===== config.mk =====
export PLATFORM = sky130hd
export DESIGN_NAME = luggage_stack_unit
export DESIGN_NICKNAME = d
export VERILOG_FILES = /design/src/rtl/luggage_stack_unit.sv
export SDC_FILE = /design/constraint.sdc
export NUM_CORES = 1
export LEC_CHECK = 0
export CAP_MARGIN = 20
export CORE_MARGIN = 1
export CORE_UTILIZATION = 31
export CTS_CLUSTER_SIZE = 28
export DETAILED_ROUTE_END_ITERATION = 10
export GPL_TIMING_DRIVEN = 1
export HOLD_SLACK_MARGIN = 0.08
export PLACE_DENSITY = 0.47
export SYNTH_ARGS = -nofsm -noshare
export SYNTH_HDL_FRONTEND = slang
export SYNTH_SLANG_ARGS = --single-unit

===== constraint.sdc =====
create_clock -name clk -period 3.4 [get_ports clk]
set_input_delay 0.85 -clock clk [delete_from_list [all_inputs] [get_ports clk]]
set_output_delay 0.85 -clock clk [all_outputs]
set_load 0.02 [all_outputs]

===== src/rtl/luggage_stack_unit.sv =====
// luggage_stack_unit: groups of items are pushed onto a stack, popped LIFO at each
// delimiter by a host-given count, and drained FIFO at the end marker.
module luggage_stack_unit #(
    parameter int unsigned   DW    = 8,
    parameter int unsigned   DEPTH = 16,
    parameter int unsigned   CNTW  = $clog2(DEPTH + 1),
    parameter logic [DW-1:0] DELIM = DW'(8'h3B),
    parameter logic [DW-1:0] ENDM  = DW'(8'h24)
) (
    input  logic            clk,
    input  logic            rst,
    input  logic            in_valid,
    input  logic [DW-1:0]   in_data,
    input  logic [CNTW-1:0] pop_num,
    output logic            in_ready,
    output logic            out_valid,
    output logic [DW-1:0]   out_data,
    output logic            out_mode,
    input  logic            out_ready,
    output logic            group_done,
    output logic            done,
    output logic            overflow,
    output logic            underflow
);

    localparam int unsigned AW = (DEPTH > 1) ? $clog2(DEPTH) : 1;

    typedef enum logic [1:0] {S_ACCEPT, S_POP, S_DRAIN, S_DONE} state_t;

    state_t          state;
    state_t          state_nxt;

    logic [DW-1:0]   mem [DEPTH];
    logic [CNTW-1:0] count;
    logic [CNTW-1:0] count_nxt;
    logic [CNTW-1:0] popcnt;
    logic [CNTW-1:0] popcnt_nxt;
    logic [CNTW-1:0] rd_idx;
    logic [CNTW-1:0] rd_idx_nxt;

    logic            out_valid_nxt;
    logic [DW-1:0]   out_data_nxt;
    logic            out_mode_nxt;
    logic            group_done_nxt;
    logic            done_nxt;
    logic            overflow_nxt;
    logic            underflow_nxt;
    logic            push_en;

    logic            accept;
    logic            hs;
    logic            is_delim;
    logic            is_end;
    logic            pop_over;
    logic [CNTW-1:0] pop_clip;
    logic            drain_last;
    logic [AW-1:0]   wr_idx;
    logic [AW-1:0]   top_idx;
    logic [AW-1:0]   below_top_idx;
    logic [AW-1:0]   next_rd_idx;

    // Handshake qualifiers and storage addresses
    assign in_ready      = (state == S_ACCEPT) && rst;
    assign accept        = in_valid && in_ready;
    assign hs            = out_valid && out_ready;
    assign is_delim      = (in_data == DELIM);
    assign is_end        = (in_data == ENDM);
    assign pop_over      = (pop_num > count);
    assign pop_clip      = pop_over ? count : pop_num;
    assign drain_last    = (CNTW'(rd_idx + CNTW'(1)) == count);
    assign wr_idx        = AW'(count);
    assign top_idx       = AW'(count - CNTW'(1));
    assign below_top_idx = AW'(count - CNTW'(2));
    assign next_rd_idx   = AW'(rd_idx + CNTW'(1));

    // State register
    always_ff @(posedge clk) begin
        if (!rst) begin
            state <= S_ACCEPT;
        end else begin
            state <= state_nxt;
        end
    end

    // Next-state decode; zero-length groups and empty drains skip straight through
    always_comb begin
        state_nxt = state;
        case (state)
            S_ACCEPT: begin
                if (accept && is_delim) begin
                    state_nxt = (pop_clip == '0) ? S_ACCEPT : S_POP;
                end else if (accept && is_end) begin
                    state_nxt = (count == '0) ? S_DONE : S_DRAIN;
                end
            end
            S_POP: begin
                if (popcnt == '0) begin
                    state_nxt = S_ACCEPT;
                end else if (hs && (popcnt == CNTW'(1))) begin
                    state_nxt = S_ACCEPT;
                end
            end
            S_DRAIN: begin
                if (rd_idx == count) begin
                    state_nxt = S_DONE;
                end else if (hs && drain_last) begin
                    state_nxt = S_DONE;
                end
            end
            default: state_nxt = S_DONE;
        endcase
    end

    // Next values for registered outputs and datapath counters
    always_comb begin
        count_nxt      = count;
        popcnt_nxt     = popcnt;
        rd_idx_nxt     = rd_idx;
        out_valid_nxt  = out_valid;
        out_data_nxt   = out_data;
        out_mode_nxt   = out_mode;
        group_done_nxt = 1'b0;
        done_nxt       = (state_nxt == S_DONE);
        overflow_nxt   = overflow;
        underflow_nxt  = underflow;
        push_en        = 1'b0;
        case (state)
            S_ACCEPT: begin
                if (accept && is_delim) begin
                    popcnt_nxt = pop_clip;
                    if (pop_over) begin
                        underflow_nxt = 1'b1;
                    end
                    if (pop_clip == '0) begin
                        group_done_nxt = 1'b1;
                    end else begin
                        out_valid_nxt = 1'b1;
                        out_mode_nxt  = 1'b0;
                        out_data_nxt  = mem[top_idx];
                    end
                end else if (accept && is_end) begin
                    rd_idx_nxt = '0;
                    if (count != '0) begin
                        out_valid_nxt = 1'b1;
                        out_mode_nxt  = 1'b1;
                        out_data_nxt  = mem[0];
                    end
                end else if (accept) begin
                    if (count < CNTW'(DEPTH)) begin
                        push_en   = 1'b1;
                        count_nxt = count + CNTW'(1);
                    end else begin
                        overflow_nxt = 1'b1;
                    end
                end
            end
            S_POP: begin
                if (popcnt == '0) begin
                    out_valid_nxt  = 1'b0;
                    group_done_nxt = 1'b1;
                end else if (hs) begin
                    count_nxt  = count - CNTW'(1);
                    popcnt_nxt = popcnt - CNTW'(1);
                    if (popcnt == CNTW'(1)) begin
                        out_valid_nxt  = 1'b0;
                        group_done_nxt = 1'b1;
                    end else begin
                        out_data_nxt = mem[below_top_idx];
                    end
                end
            end
            S_DRAIN: begin
                if (rd_idx == count) begin
                    count_nxt     = '0;
                    out_valid_nxt = 1'b0;
                end else if (hs) begin
                    rd_idx_nxt = rd_idx + CNTW'(1);
                    if (drain_last) begin
                        count_nxt     = '0;
                        out_valid_nxt = 1'b0;
                    end else begin
                        out_data_nxt = mem[next_rd_idx];
                    end
                end
            end
            default: begin
                out_valid_nxt = 1'b0;
            end
        endcase
        if (state_nxt == S_DONE) begin
            count_nxt = '0;
        end
    end

    // Output and counter registers
    always_ff @(posedge clk) begin
        if (!rst) begin
            count      <= '0;
            popcnt     <= '0;
            rd_idx     <= '0;
            out_valid  <= 1'b0;
            out_data   <= '0;
            out_mode   <= 1'b0;
            group_done <= 1'b0;
            done       <= 1'b0;
            overflow   <= 1'b0;
            underflow  <= 1'b0;
        end else begin
            count      <= count_nxt;
            popcnt     <= popcnt_nxt;
            rd_idx     <= rd_idx_nxt;
            out_valid  <= out_valid_nxt;
            out_data   <= out_data_nxt;
            out_mode   <= out_mode_nxt;
            group_done <= group_done_nxt;
            done       <= done_nxt;
            overflow   <= overflow_nxt;
            underflow  <= underflow_nxt;
        end
    end

    // Item storage; only written on an accepted push
    always_ff @(posedge clk) begin
        if (push_en) begin
            mem[wr_idx] <= in_data;
        end
    end

endmodule


== Yosys cells after proc, flatten, opt, wreduce, memory -nomap -nowiden ==
Memory sizes are Yosys's and may differ from the RTL's.
Index checks and enable logic that the tools add are counted.

* Add/subtract/negate cells: 5
* $lt $le $gt $ge: 2
* Equality and inequality tests: 28
* Multiplexer cells: 66
* Bitwise operators: 4
* Reduce and logical (&&, ||, !) cells: 26

{| class="wikitable"
|+ Operators by type and width
! operator !! number
|-
| two-way mux 5 bit || 17
|-
| two-way mux 8 bit || 10
|-
| two-way mux 1 bit || 26
|-
| case mux 8 bit (3 select lines) || 1
|-
| != test 2 bit, second input constant || 10
|-
| case mux 5 bit (2 select lines) || 2
|-
| equality test 8 x 6 -> 1 bit, second input constant || 2
|-
| logical NOT 5 bit || 3
|-
| != test 3 bit, second input constant || 5
|-
| case mux 5 bit (3 select lines) || 1
|-
| two-way mux 2 bit || 6
|-
| adder 5 x 1 -> 5 bit, second input constant || 2
|-
| equality test 5 bit || 2
|-
| AND reduction 10 bit || 1
|-
| AND reduction 5 bit || 2
|-
| subtractor 5 x 1 -> 5 bit, second input constant || 2
|-
| AND reduction 9 bit || 1
|-
| AND reduction 4 bit || 2
|-
| nonzero test 2 bit || 4
|-
| logical AND 1 bit || 7
|-
| AND reduction 7 bit || 1
|-
| != test 2 x 1 -> 1 bit, second input constant || 3
|-
| != test 3 x 1 -> 1 bit, second input constant || 2
|-
| case mux 2 bit (3 select lines) || 1
|-
| 14 further kinds || 18
|}

* Bits in registers: 31
* RAM bits: 128
* Input port bits: 17
* Logic and storage cells: 143
* Memories: 1

{| class="wikitable"
|+ Memories
! memory !! depth !! bits a word !! rd ports !! clocked after memory_dff !! wr ports !! line !! source
|-
| mem || 16 || 8 || 4 || 0 || 1 || 33 || <nowiki>logic [DW-1:0] mem [DEPTH];</nowiki>
|}

== Longest topological paths before layout ==
* Word-level depth: 9
* Gate-level depth with buffers: 13
* Depth with buffers taken out: 9

== Least setup slack after synthesis ==
Ideal clock, no wire load.

* Path type: reg-to-reg
* From: register count[0]
* To: register out_data[6]
* Library setup time: 0.116 ns
* Arrival time: 2.899 ns
* Data required time: 3.284 ns
* Setup slack: 0.385 ns
* Cell stages (with the launch flop): 13
* Path buffers: 5
* Clock period less this slack: 3.015 ns
* Cells stage by stage: dfxtp_1 -> buf_6 -> buf_4 -> inv_1 -> clkbuf_1 -> ha_1 -> xor2_4 -> buf_8 -> buf_6 -> mux4_2 -> o211ai_1 -> nand4_1 -> o211a_1

* Word-level cells in the longest chain between the ends: 6

{| class="wikitable"
|+ Ends and longest elaborated chain
! what !! line !! source
|-
| start: declaration || 34 || <nowiki>logic [CNTW-1:0] count;</nowiki>
|-
| start signal: assignment || 209 || <nowiki>count <= count_nxt;</nowiki>
|-
| subtractor 4 x 2 -> 4 bit || 73 || <nowiki>assign below_top_idx = AW'(count - CNTW'(2));</nowiki>
|-
| memory (16 x 8 bit) || -- ||
|-
| two-way mux 8 bit || 164 || <nowiki>if (popcnt == CNTW'(1)) begin</nowiki>
|-
| two-way mux 8 bit || 161 || <nowiki>end else if (hs) begin</nowiki>
|-
| two-way mux 8 bit || 158 || <nowiki>if (popcnt == '0) begin</nowiki>
|-
| case mux 8 bit (3 select lines) || 127 || <nowiki>case (state)</nowiki>
|-
| end signal: assignment || 213 || <nowiki>out_data <= out_data_nxt;</nowiki>
|-
| end: declaration || 17 || <nowiki>output logic [DW-1:0] out_data,</nowiki>
|}

Parallel ways exist; a longest one is shown, timed or not. The select of a mux whose other input is x is not followed.
A chain may end at the register's enable or synchronous reset.

== Worst setup path in the final report ==
* From: register rd_idx[1]
* To: register out_data[2]

* Word-level cells in the longest chain between the ends: 6

{| class="wikitable"
|+ Ends and longest elaborated chain
! what !! line !! source
|-
| start: declaration || 38 || <nowiki>logic [CNTW-1:0] rd_idx;</nowiki>
|-
| start signal: assignment || 211 || <nowiki>rd_idx <= rd_idx_nxt;</nowiki>
|-
| adder 5 x 1 -> 5 bit || 70 || <nowiki>assign drain_last = (CNTW'(rd_idx + CNTW'(1)) == count);</nowiki>
|-
| memory (16 x 8 bit) || -- ||
|-
| two-way mux 8 bit || 178 || <nowiki>if (drain_last) begin</nowiki>
|-
| two-way mux 8 bit || 176 || <nowiki>end else if (hs) begin</nowiki>
|-
| two-way mux 8 bit || 173 || <nowiki>if (rd_idx == count) begin</nowiki>
|-
| case mux 8 bit (3 select lines) || 127 ||
|}

Parallel ways exist; a longest one is shown, timed or not. The select of a mux whose other input is x is not followed.

==> results.toml <==
[status]
outcome = "complete, but fails checks"
violations = "design-rule violations"

[sta]
fmax_mhz = 319
finalCritPeriodShare_pct = 92.3
rsz0062_at_grt = "no"
setup_violations = 0
tightestPinTransition_ps = 868
relSlewSlack_pct = 41.9
slew_violations = 0
finalClockSkew_ps = 18.8
period_needed_ps = 3140
timing.final.hold_violations = 0
holdWs_ps = 481

[setup_path]
required_ps = 3700
crit_type = "flip-flop to flip-flop"
worstPathArrival_ps = 3440
crit_fanout = 16
cp-end-kind = "flip-flop"
cp-start-kind = "flip-flop"

[die]
core-area_um2 = 30800
die_w_um = 180
initial_core_util_pct = 31.7
rows = 64
io-pin-count = 32
die_area_um2 = 32300
dieHeight_um = 180

[synthesis]
netlist.top_cell.by_area = "edfxtp_1"
synth-edff-count = 128
yosysSeqAreaShare_pct = 45.7
synthArstFlopShare_pct = 0
synth_top_family_by_area = "multiplexers"
synth_compound_area_share_pct = 10.5
ys.flop_type = "edfxtp_1"
synth_area_per_cell_um2 = 12.6
yosysWarnings = 0
yosys.area_share.xor_xnor_pct = 1.79
synthAdderAreaFrac_pct = 2.69
synth_fp_nets = 814
post_synth_main_area_contributors = "edfxtp_1 39%, mux4_2 15%, dfxtp_1 6.3%"
syn_inst = 776
synthSimpleGateAreaFrac_pct = 13.8
ys_types = 78
synthMuxAreaShare_pct = 21.8
synth_seq_cells = 159
synth_area_um2 = 9780
synth_top_area_share_pct = 39.3

[cts]
h-tree-depth = 4
cts_max_path_buffers = 2
post_cts_resized = 0
cts-root-buf = "clkbuf_16"
clk_latency_ps = 440
cts_buffers = 17
cts.sinks = 159
cts_tree = "built"
cts.clk_slew.worst_paths_ps = 80
cts_setup_buffers = 0
hold_buffers = 0

[placement]
postPlaceCellArea_um2 = 10900
dpl.hpwl_um = 21200
port_buffers = 31
gp_congestion = 0.890
placed_cells = 1218

[layout]
final_nets = 879
fill_cells = 2940
stdcell_count = 1249
final_cell_area_um2 = 11500
syn_to_final_growth_pct = 17.7
final_cell_mix = "128 x edfxtp_1, 74 x nand2_1, 66 x mux4_2"
final_common_cell = "edfxtp_1"
final_core_util_pct = 37.3
drive_gt1_share_pct = 25.3
multi_input_area_um2 = 4960
antennaDiodeCount = 0
seqCellArea_um2 = 4470

[job]
drv_cap = 0

[drt]
drcViolationCount = 2
firstDrtPassIters = 11
post_drt_via_cell_ratio = 5.65
drt-total-wl_um = 30100
avgRoutedWirePerCell_um = 24.1
vias = 7058
drtAntennaViolNets = 0
drt_iter0_drc = 877

[global_route]
antenna_found_initial = 0
grt_use_total_pct = 19.2
grt_pass1_vias = 6936
grt_max_degree = 58
grt_pass1_wl_um = 46100
grt_overflow = 0

[power]
leakagePower_uw = 0.00380
power_density_nw_per_um2 = 575
vdd_drop_max_v = 0.000370

[worst_hold_path]
hold_class = "flip-flop to flip-flop"
==> power breakdown <==
| group | total, µW | switching, µW | internal (µW) |
|---|---|---|---|
| Clock | 1990 | 885 | 1110 |
| Sequential | 2250 | 68.5 | 2180 |
| Combinational | 2380 | 1290 | 1090 |
| Total | 6620 | 2240 | 4380 |
==> path summary, 6_finish.rpt <==
| path | startpoint | end | slack (ps) | cells past startpoint |
|---|---|---|---|---|
| hold / removal | underflow$_SDFFE_PN0P_ | underflow$_SDFFE_PN0P_ | 480 | 2 |
| setup reg to reg | rd_idx[1]$_SDFFE_PN0P_ | out_data[2]$_SDFFE_PN0P_ | 260 | 8 |
| setup / recovery | rd_idx[1]$_SDFFE_PN0P_ | out_data[2]$_SDFFE_PN0P_ | 260 | 8 |
| hold reg to reg | underflow$_SDFFE_PN0P_ | underflow$_SDFFE_PN0P_ | 480 | 2 |
==> per-layer routing <==
layer  track usage, %  wire length [µm]
met1             28.7             14500
met2             28.0             13100
met3             4.09              2180
met4             4.86               320
met5                0                 0
==> cell usage after synthesis, types with 11 or more instances <==
cell type    n
nand2_1     74
o21ai_0     19
a211oi_1    11
inv_1       13
nor2b_1     16
a21oi_1     15
mux2i_1     43
nand4_1     16
edfxtp_1   128
nor3_1      16
buf_2       15
ha_1        21
dfxtp_1     31
mux4_2      66
o22ai_1     12
nor2_1      57
nand3_1     24
mux2_2      19
clkbuf_1    16
==> logic make-up (layout without fill, tap and decap cells) <==
group,Yosys count,after routing
xor gates and xnor gates,14,14
AOI/OAI and AO/OA,135,135
muxes,128,128
buffers and inverters,63,140
and+or+nand+nor,256,256
DFF,159,159
adders and majority gates,21,21
==> flip-flops by register name (all words and copies together), names as in the netlist <==
name        count
count           5
mem           128
underflow       1
overflow        1
out_mode        1
state           2
group_done      1
popcnt          5
done            1
out_valid       1
out_data        8
rd_idx          5
==> cell type report <==
cell class	instances	share of cell area [%]
clock inverters	14	1.47
flip-flops and latches	159	38.8
inverters	13	0.424
repair buffers	96	8.24
multi-input cells	554	43.1
clock buffers	17	3.70
well taps	396	4.30
==> stage by stage <==
step	setup slack (ps)	total power, µW	setup TNS [ps]
floorplan	385	3920	0
global placement	-29.5	4680	-49.8
detailed placement	-82.0	4650	-882
CTS	296	6640	0
global route	103	6890	0
finish	263	6620	0
==> critical path, cell delays in order (launching register included) <==
cell	delay (ps)
dfxtp_1	420
ha_1	580
xor2_4	310
buf_4	340
mux4_2	360
mux2i_1	200
o21ai_0	110
nor4_1	540
a211oi_1	140
(Power assumes the default switching activity.)
